==> src/rtl/mult_div_unit.sv <==
// mult_div_unit: iterative MULT/MULTU/DIV/DIVU unit for the MIPS EX stage.
// One bit per cycle: shift-add multiply and restoring divide share one
// 2*WIDTH accumulator. HI/LO hold the last result for MFHI/MFLO.
// Optional feature macro: MDU_DIV_EN builds the divide datapath. Without it,
// DIV/DIVU complete immediately and leave HI/LO untouched.
//
// Handshake: start is sampled only in IDLE or DONE (ignored while busy).
// busy is high for exactly WIDTH cycles in RUN; done pulses for one cycle in
// the cycle HI/LO take the new result; busy and done never overlap. All
// handshake outputs are registered.
module mult_div_unit #(
    parameter int WIDTH = 32
) (
    input  logic             clk,
    input  logic             rst_n,
    input  logic             start,
    input  logic [1:0]       MDoperation,
    input  logic [WIDTH-1:0] A,
    input  logic [WIDTH-1:0] B,
    output logic             busy,
    output logic             done,
    output logic [WIDTH-1:0] HI,
    output logic [WIDTH-1:0] LO,
    output logic             divByZero,
    output logic [1:0]       dbg_state
);

    localparam int CW = (WIDTH > 1) ? $clog2(WIDTH) : 1;

    typedef enum logic [1:0] {
        IDLE = 2'd0,
        RUN  = 2'd1,
        DONE = 2'd2
    } state_t;

    state_t             state;
    logic [CW-1:0]      cnt;
    logic [2*WIDTH-1:0] acc;      // mult: {partial, multiplier}; div: {rem, quotient}
    logic [WIDTH-1:0]   mcand;    // multiplicand or divisor magnitude
    logic               res_neg;  // product / quotient must be negated

    logic               op_signed;
    logic               a_neg;
    logic               b_neg;
    logic [WIDTH-1:0]   a_mag;
    logic [WIDTH-1:0]   b_mag;
    logic               skip_run;

    logic [WIDTH:0]     mul_sum;
    logic [2*WIDTH-1:0] mul_next;
    logic [2*WIDTH-1:0] acc_next;
    logic [2*WIDTH-1:0] prod;
    logic [WIDTH-1:0]   hi_res;
    logic [WIDTH-1:0]   lo_res;
    logic               dz_res;

`ifdef MDU_DIV_EN
    logic               is_div;
    logic               rem_neg;  // remainder follows the dividend sign
    logic               dz;       // divisor was zero
    logic [WIDTH:0]     div_shift;
    logic               div_ge;
    logic [WIDTH-1:0]   div_rem;
    logic [2*WIDTH-1:0] div_next;
    logic [WIDTH-1:0]   quo;
    logic [WIDTH-1:0]   rem;
`endif

    assign dbg_state = state;

    // Without the divide datapath, DIV/DIVU bypass RUN entirely
`ifdef MDU_DIV_EN
    assign skip_run = 1'b0;
`else
    assign skip_run = MDoperation[1];
`endif

    // Operand magnitudes and sign flags for signed ops
    always_comb begin
        op_signed = ~MDoperation[0];
        a_neg     = op_signed & A[WIDTH-1];
        b_neg     = op_signed & B[WIDTH-1];
        a_mag     = a_neg ? -A : A;
        b_mag     = b_neg ? -B : B;
    end

    // One iteration of shift-add multiply or restoring divide
    always_comb begin
        mul_sum  = {1'b0, acc[2*WIDTH-1:WIDTH]}
                 + (acc[0] ? {1'b0, mcand} : {(WIDTH+1){1'b0}});
        mul_next = {mul_sum, acc[WIDTH-1:1]};
`ifdef MDU_DIV_EN
        // Remainder is always below the divisor, so the subtract fits WIDTH bits
        div_shift = {acc[2*WIDTH-1:WIDTH], acc[WIDTH-1]};
        div_ge    = (div_shift >= {1'b0, mcand});
        div_rem   = div_ge ? (div_shift[WIDTH-1:0] - mcand) : div_shift[WIDTH-1:0];
        div_next  = {div_rem, acc[WIDTH-2:0], div_ge};
        acc_next  = is_div ? div_next : mul_next;
`else
        acc_next  = mul_next;
`endif
    end

    // Sign-corrected result as it will be written on the final iteration
    always_comb begin
        prod   = res_neg ? -acc_next : acc_next;
        hi_res = prod[2*WIDTH-1:WIDTH];
        lo_res = prod[WIDTH-1:0];
        dz_res = 1'b0;
`ifdef MDU_DIV_EN
        quo = acc_next[WIDTH-1:0];
        rem = acc_next[2*WIDTH-1:WIDTH];
        if (is_div) begin
            // Zero divisor: remainder equals |A|, so restoring its sign yields A
            hi_res = rem_neg ? -rem : rem;
            lo_res = dz ? {WIDTH{1'b1}} : (res_neg ? -quo : quo);
            dz_res = dz;
        end
`endif
    end

    // Control FSM, iteration registers and registered outputs
    always_ff @(posedge clk or negedge rst_n) begin
        if (!rst_n) begin
            state     <= IDLE;
            cnt       <= '0;
            acc       <= '0;
            mcand     <= '0;
            res_neg   <= 1'b0;
            busy      <= 1'b0;
            done      <= 1'b0;
            divByZero <= 1'b0;
            HI        <= '0;
            LO        <= '0;
`ifdef MDU_DIV_EN
            is_div    <= 1'b0;
            rem_neg   <= 1'b0;
            dz        <= 1'b0;
`endif
        end else begin
            case (state)
                IDLE, DONE: begin
                    done      <= 1'b0;
                    divByZero <= 1'b0;
                    if (start && skip_run) begin
                        // Divide without hardware: one done pulse, HI/LO held
                        done  <= 1'b1;
                        state <= DONE;
                    end else if (start) begin
                        res_neg <= a_neg ^ b_neg;
                        cnt     <= CW'(WIDTH - 1);
`ifdef MDU_DIV_EN
                        is_div  <= MDoperation[1];
                        rem_neg <= a_neg;
                        dz      <= MDoperation[1] & (B == '0);
                        if (MDoperation[1]) begin
                            acc   <= {{WIDTH{1'b0}}, a_mag};
                            mcand <= b_mag;
                        end else begin
                            acc   <= {{WIDTH{1'b0}}, b_mag};
                            mcand <= a_mag;
                        end
`else
                        acc     <= {{WIDTH{1'b0}}, b_mag};
                        mcand   <= a_mag;
`endif
                        busy    <= 1'b1;
                        state   <= RUN;
                    end else begin
                        state <= IDLE;
                    end
                end
                RUN: begin
                    acc <= acc_next;
                    cnt <= cnt - CW'(1);
                    if (cnt == '0) begin
                        HI        <= hi_res;
                        LO        <= lo_res;
                        divByZero <= dz_res;
                        busy      <= 1'b0;
                        done      <= 1'b1;
                        state     <= DONE;
                    end
                end
                default: begin
                    busy  <= 1'b0;
                    done  <= 1'b0;
                    state <= IDLE;
                end
            endcase
        end
    end

endmodule

==> config.mk <==
export PLATFORM = sky130hd
export DESIGN_NAME = mult_div_unit
export DESIGN_NICKNAME = d
export VERILOG_FILES = /design/src/rtl/mult_div_unit.sv
export SDC_FILE = /design/constraint.sdc
export NUM_CORES = 1
export LEC_CHECK = 0
export BUFFER_PORTS_ARGS = -buffer_cell sky130_fd_sc_hd__buf_2
export CAP_MARGIN = 10
export CORE_MARGIN = 5
export CORE_UTILIZATION = 30
export DETAILED_ROUTE_END_ITERATION = 10
export GPL_TIMING_DRIVEN = 0
export PLACE_DENSITY = 0.52
export SYNTH_ARGS = -nofsm -noshare
export SYNTH_HDL_FRONTEND = slang
export SYNTH_SLANG_ARGS = --single-unit
==> constraint.sdc <==
create_clock -name clk -period 11.08 [get_ports clk]
set_input_delay 1.108 -clock clk [delete_from_list [all_inputs] [get_ports clk]]
set_output_delay 1.108 -clock clk [all_outputs]
set_load 0.03 [all_outputs]
# Word level (Yosys, flattened, before mapping)
# Index checks and enable logic that the tools add are counted.
# word_totals
ff_bits,171
in_bits,69
output_inout_bits,69
# op_classes
addsub,5
n_eq_ne,5
n_mux,22
n_bitwise,5
n_reduce_logical,10
# op_table
op,n
$mux W64,3
$pmux W64 S2,1
$mux W32,3
$neg A32 Y32,2
$neg A64 Y64,1
$add A32 B32 Y33,1
$mux W5,2
$pmux W5 S2,1
$reduce_and A3 Y1,3
$mux W1,6
$ne A2 B2 Y1 const B,3
$pmux W1 S2,3
$logic_not A5 Y1,1
$sub A5 B1 Y5 const B,1
$mux W2,2
$pmux W2 S2,1
$reduce_and A2 Y1,2
$and A1 B1 Y1,2
$eq A2 B1 Y1 const B,1
$eq A2 B2 Y1 const B,1
$logic_not A2 Y1,1
$not A1 Y1,2
$reduce_bool A2 Y1,1
$reduce_or A2 Y1,1
2 further kinds,2

# Depth between registers and ports, before layout
# logic_depth
depth_word,6
mapped_depth,15

# Worst setup path after synthesis
# OpenSTA, ideal clock, no wires.
# synth_path
path_kind,reg2reg
from,reg acc[0]
to,reg HI[29]
setup_time_ns,0.131
t_arrival_ns,3.946
t_required_ns,10.949
slack_ns,7.003
path_stages_with_launch,16
synth_period_minus_slack_ns,4.077
path_cell_list,dfrtp_1 -> clkbuf_1 -> and2_1 -> ha_1 -> fa_1 -> a211oi_1 -> o21ai_0 -> xnor2_1 -> nand2_1 -> or4_1 -> nand2b_1 -> or3_1 -> buf_6 -> o41ai_2 -> xnor2_1 -> o21ai_1
# synth_between
elab_chain_len,4
# synth_rtl
item,line_no,rtl
start: declaration,38,logic [2*WIDTH-1:0] acc;
start signal: assignment,164,"acc <= {{WIDTH{1'b0}}, b_mag};"
start signal: assignment,174,acc <= acc_next;
$mux W32 (*),90,"+ (acc[0] ? {1'b0, mcand} : {(WIDTH+1){1'b0}});"
$add A32 B32 Y33 (*),90,
$neg A64 Y64,106,prod = res_neg ? -acc_next : acc_next;
$mux W64 (*),106,
end signal: assignment,177,HI <= hi_res;
end: declaration,22,"output logic [WIDTH-1:0] HI,"
# Every way passes the cells marked *; elsewhere a longest branch is shown, timed or not.
# A chain may end at the register's enable or synchronous reset.

# Final worst setup path
# layout_path
from,reg acc[0]
to,reg HI[31]
# The elaborated chain is that of the path after synthesis.

==> metrics.log <==
INFO  metric drt_wl_cell = 18.9 um
INFO  metric power_leakage = 5.85 nW
INFO  metric setup_viol = 0
INFO  metric drt_first_pass_iters = 5
INFO  metric post-route-drc-count = 0
INFO  metric yosysWarnings = 0
INFO  metric pwr_density_cell = 244 nW/um^2
INFO  metric timing.critical_path.slowest_cell_delay = 1.07 ns
INFO  metric critPathRequiredTime = 11.39 ns
INFO  metric layout.core_utilization = 35.5%
INFO  metric routed_wl = 37100 um
INFO  metric hp-class = reg2reg
INFO  metric critPathMaxFanout = 10
INFO  metric largest_vdd_supply_drop = 0.114 mV
INFO  metric critical_path.startpoint_type = flip-flop
INFO  metric die_width = 204 um
INFO  metric fp.coreArea = 37300 um^2
INFO  metric syn_area_per_cell = 8.51 um^2
INFO  metric synth_top_cells_by_area = sky130_fd_sc_hd__dfrtp_1 (38%), sky130_fd_sc_hd__o21ai_0 (9.2%), sky130_fd_sc_hd__nand2_1 (6.7%)
INFO  metric cap_viol_max_count = 0
INFO  metric synthesis.instances = 1323
INFO  metric crit_path_start = acc[0]$_DFFE_PN0P_
INFO  metric netlist.area_leader.share = 37.6%
INFO  metric via_per_inst = 5.20
INFO  metric ctsResizeCount = 0
INFO  metric dominantRegCellSynth = sky130_fd_sc_hd__dfrtp_1
INFO  metric number_of_placed_instances_with_taps_included = 1935
INFO  metric hold-path-endpoint = LO[27]$_DFFE_PN0P_
INFO  metric detailed_placement_hpwl = 29500 um
INFO  metric yosys.cell_types.count = 78
INFO  metric max_slew_margin = 17.2%
INFO  metric antennaDiodeCount = 0
INFO  metric synth_sequential_area_ratio = 37.6%
INFO  metric htree_num_levels = 4
INFO  metric fin_cells = 1967
INFO  metric nNetsFinal = 1587
INFO  metric initialDrtViolationCount = 657
INFO  metric via_count = 10225
INFO  metric critPathTopFamily = compound AO/OA/AOI/OAI gates
INFO  metric worst_hold_startpoint = LO[27]$_DFFE_PN0P_
INFO  metric critical_path.reg2reg.endpoint = HI[31]$_DFFE_PN0P_
INFO  metric grt_pass1_wl = 57800 um
INFO  metric cts.sink_count = 169
INFO  metric final_period_minus_worst_setup_slack = 5.46 ns
INFO  metric cts-root-buf = sky130_fd_sc_hd__clkbuf_16
INFO  metric grt_start_max_net_pins = 115
INFO  metric post_synth_instance_area = 11300 um^2
INFO  metric crit_path_top_delay_cell = sky130_fd_sc_hd__a2111oi_0
INFO  metric number_of_antenna_violations_at_the_first_check_in_global_routing = 1
INFO  metric cp_cell_sequence = clkbuf_1 -> and2_1 -> ha_1 -> a21oi_2 -> o211ai_1 -> a211oi_2 -> a211oi_1 -> or4_1 -> a2111oi_0 -> nand4_1 -> o41ai_2 -> xnor2_1 -> o21ai_1
INFO  metric clk_pin_slew_worst_paths = 0.06 ns
INFO  metric finalWeightedCongestion = 0.893
INFO  metric route.antenna.remaining_nets = 0
INFO  metric timing.final.hold_violations = 0
INFO  metric totalNegativeSetupSlack = 0 ns
INFO  metric io_pins = 138
INFO  metric areaGrowthSynthToFinish = 17.5%
INFO  metric worst_clock_skew = 0.00759 ns
INFO  metric critPathCaptureType = flip-flop
INFO  metric cts-buffers-inserted = 17
INFO  metric drive_gt1_share = 13.8%
INFO  metric fmaxAchievable = 0.183 GHz
INFO  metric min_period_over_period = 49.3%
INFO  metric critical_path.n_buffers_inverters = 1
INFO  metric tightestPinTransition = 1.21 ns
INFO  metric critical_path.reg2reg.startpoint = acc[0]$_DFFE_PN0P_
INFO  metric tritoncts_clock_tree = yes
INFO  metric timing.reg2reg.setup_slack = 5.62 ns
INFO  metric asyncSetResetFlopFracSynth = 100%
INFO  metric grt_overflow = 0
INFO  metric die_height = 204 um
INFO  metric rsz0062_at_grt = no
INFO  metric synth-seq-cells = 169
INFO  metric synth_top_area_cell = sky130_fd_sc_hd__dfrtp_1
INFO  metric post_cts_hold_buffer_count = 0
INFO  metric hold_depth = 2
INFO  metric io_buffers = 136
INFO  metric first_global_vias = 9989
INFO  metric report.final.slew_viol_count = 0
INFO  metric clock_path_buffers = 2
INFO  metric track_usage = 17.6%
INFO  metric crit_arrival = 5.77 ns
INFO  metric mappedNetlistNets = 1430
INFO  metric rows = 71
INFO  metric synth-edff-count = 0
INFO  metric start_util = 30.2%
INFO  metric total_die_area = 41500 um^2
INFO  metric cts_setup_buffers = 0
INFO  metric result_of_the_run = completed
INFO  metric insertion_delay = 0.44 ns
INFO  metric timing.reg2reg.worst_path_depth = 13
INFO  metric path_class = reg2reg
-- report_power, final --
part	total [mW]	internal [mW]	switching, mW
Sequential	0.988	0.798	0.190
Clock	0.676	0.414	0.262
Combinational	1.57	0.554	1.01
Total	3.23	1.77	1.46
-- cells in the mapped netlist, types with 17 or more instances --
| library cell | instances |
|---|---|
| sky130_fd_sc_hd__a211oi_1 | 17 |
| sky130_fd_sc_hd__a21oi_1 | 58 |
| sky130_fd_sc_hd__a22oi_1 | 32 |
| sky130_fd_sc_hd__and2_1 | 37 |
| sky130_fd_sc_hd__clkbuf_1 | 68 |
| sky130_fd_sc_hd__dfrtp_1 | 169 |
| sky130_fd_sc_hd__ha_1 | 37 |
| sky130_fd_sc_hd__inv_1 | 20 |
| sky130_fd_sc_hd__nand2_1 | 200 |
| sky130_fd_sc_hd__nand3_1 | 36 |
| sky130_fd_sc_hd__nor2_1 | 49 |
| sky130_fd_sc_hd__nor3_1 | 18 |
| sky130_fd_sc_hd__o21ai_0 | 208 |
| sky130_fd_sc_hd__o31ai_1 | 24 |
| sky130_fd_sc_hd__or3_1 | 17 |
| sky130_fd_sc_hd__xnor2_1 | 63 |
| sky130_fd_sc_hd__xor2_1 | 76 |
-- sequential cells by signal (all words and copies together), names as in the netlist --
register	flops
busy	1
res_neg	1
cnt	5
done	1
HI	32
mcand	32
acc	64
dbg_state	1
LO	32
-- kinds of logic (layout without fill, tap and decap cells) --
kind of cell	after synthesis	in the layout	share of synthesized area [%]
fa+ha+maj	38	38	4.29
buf+inv	98	268	3.49
flops	169	169	37.6
xor+xnor	139	139	10.8
mux	4	4	0.356
simple gates	445	445	20.0
other cells	1	1	0.0333
compound gates	429	429	23.5
-- worst max-delay path by stage --
stage / to / slack [ns] / cells after the start
after detailed placement: HI[31]$_DFFE_PN0P_ / 5.81 / 13
final: HI[31]$_DFFE_PN0P_ / 5.62 / 13
after floorplan: HI[29]$_DFFE_PN0P_ / 7.00 / 15
after global placement: HI[31]$_DFFE_PN0P_ / 5.89 / 13
after global routing: HI[31]$_DFFE_PN0P_ / 5.50 / 13
after CTS: HI[31]$_DFFE_PN0P_ / 5.79 / 13
-- layer usage --
metal | global-route usage (%) | part of all wire (%)
met5 | 0 | 0.035
met4 | 3.57 | 0.97
met3 | 2.54 | 4.2
met2 | 27.5 | 45
met1 | 26.0 | 50
-- area by class of cell --
type	instances	area, um^2
Buffer	78	318
Clock buffer	22	464
Clock inverter	10	190
Fill cell	3938	24100
Inverter	20	75.1
Multi-Input combinational cell	1056	6640
Sequential cell	169	4230
Tap cell	474	593
Timing Repair Buffer	138	726
-- worst reg2reg max path, stage by stage (launching register included) --
cell and delay, ns:
sky130_fd_sc_hd__dfrtp_1 0.48, sky130_fd_sc_hd__clkbuf_1 0.30, sky130_fd_sc_hd__and2_1 0.26, sky130_fd_sc_hd__ha_1 0.34, sky130_fd_sc_hd__a21oi_2 0.34, sky130_fd_sc_hd__o211ai_1 0.23, sky130_fd_sc_hd__a211oi_2 0.59, sky130_fd_sc_hd__a211oi_1 0.26
sky130_fd_sc_hd__or4_1 0.54, sky130_fd_sc_hd__a2111oi_0 1.07, sky130_fd_sc_hd__nand4_1 0.30, sky130_fd_sc_hd__o41ai_2 0.32, sky130_fd_sc_hd__xnor2_1 0.22, sky130_fd_sc_hd__o21ai_1 0.09
-- through the flow --
step	hold slack (ns)	area (um^2)	setup slack [ns]	power [mW]
finish	0.470	13200	5.62	3.23
global route	0.500	13200	5.50	3.47
CTS	0.480	13200	5.79	3.24
detailed placement	0.465	12600	5.81	2.56
global placement	0.457	12500	5.89	2.53
floorplan	0.442	11300	7.00	2.05
-- placed cells by master (no fill, tap or decap), types with 11 or more instances in the layout --
cell	Yosys	final
sky130_fd_sc_hd__o21ai_0	208	208
sky130_fd_sc_hd__nand2_1	200	200
sky130_fd_sc_hd__dfrtp_1	169	169
sky130_fd_sc_hd__buf_2	2	137
sky130_fd_sc_hd__xor2_1	76	76
sky130_fd_sc_hd__clkbuf_1	68	71
sky130_fd_sc_hd__xnor2_1	63	63
sky130_fd_sc_hd__a21oi_1	58	58
sky130_fd_sc_hd__nor2_1	49	49
sky130_fd_sc_hd__and2_1	37	37
sky130_fd_sc_hd__ha_1	37	37
sky130_fd_sc_hd__nand3_1	36	36
sky130_fd_sc_hd__a22oi_1	32	32
sky130_fd_sc_hd__o31ai_1	24	24
sky130_fd_sc_hd__inv_1	20	20
sky130_fd_sc_hd__nor3_1	18	18
sky130_fd_sc_hd__a211oi_1	17	17
sky130_fd_sc_hd__or3_1	17	17
sky130_fd_sc_hd__clkbuf_16	0	17
sky130_fd_sc_hd__nor4_1	11	11
sky130_fd_sc_hd__a21o_1	11	11
(Power assumes the default switching activity.)
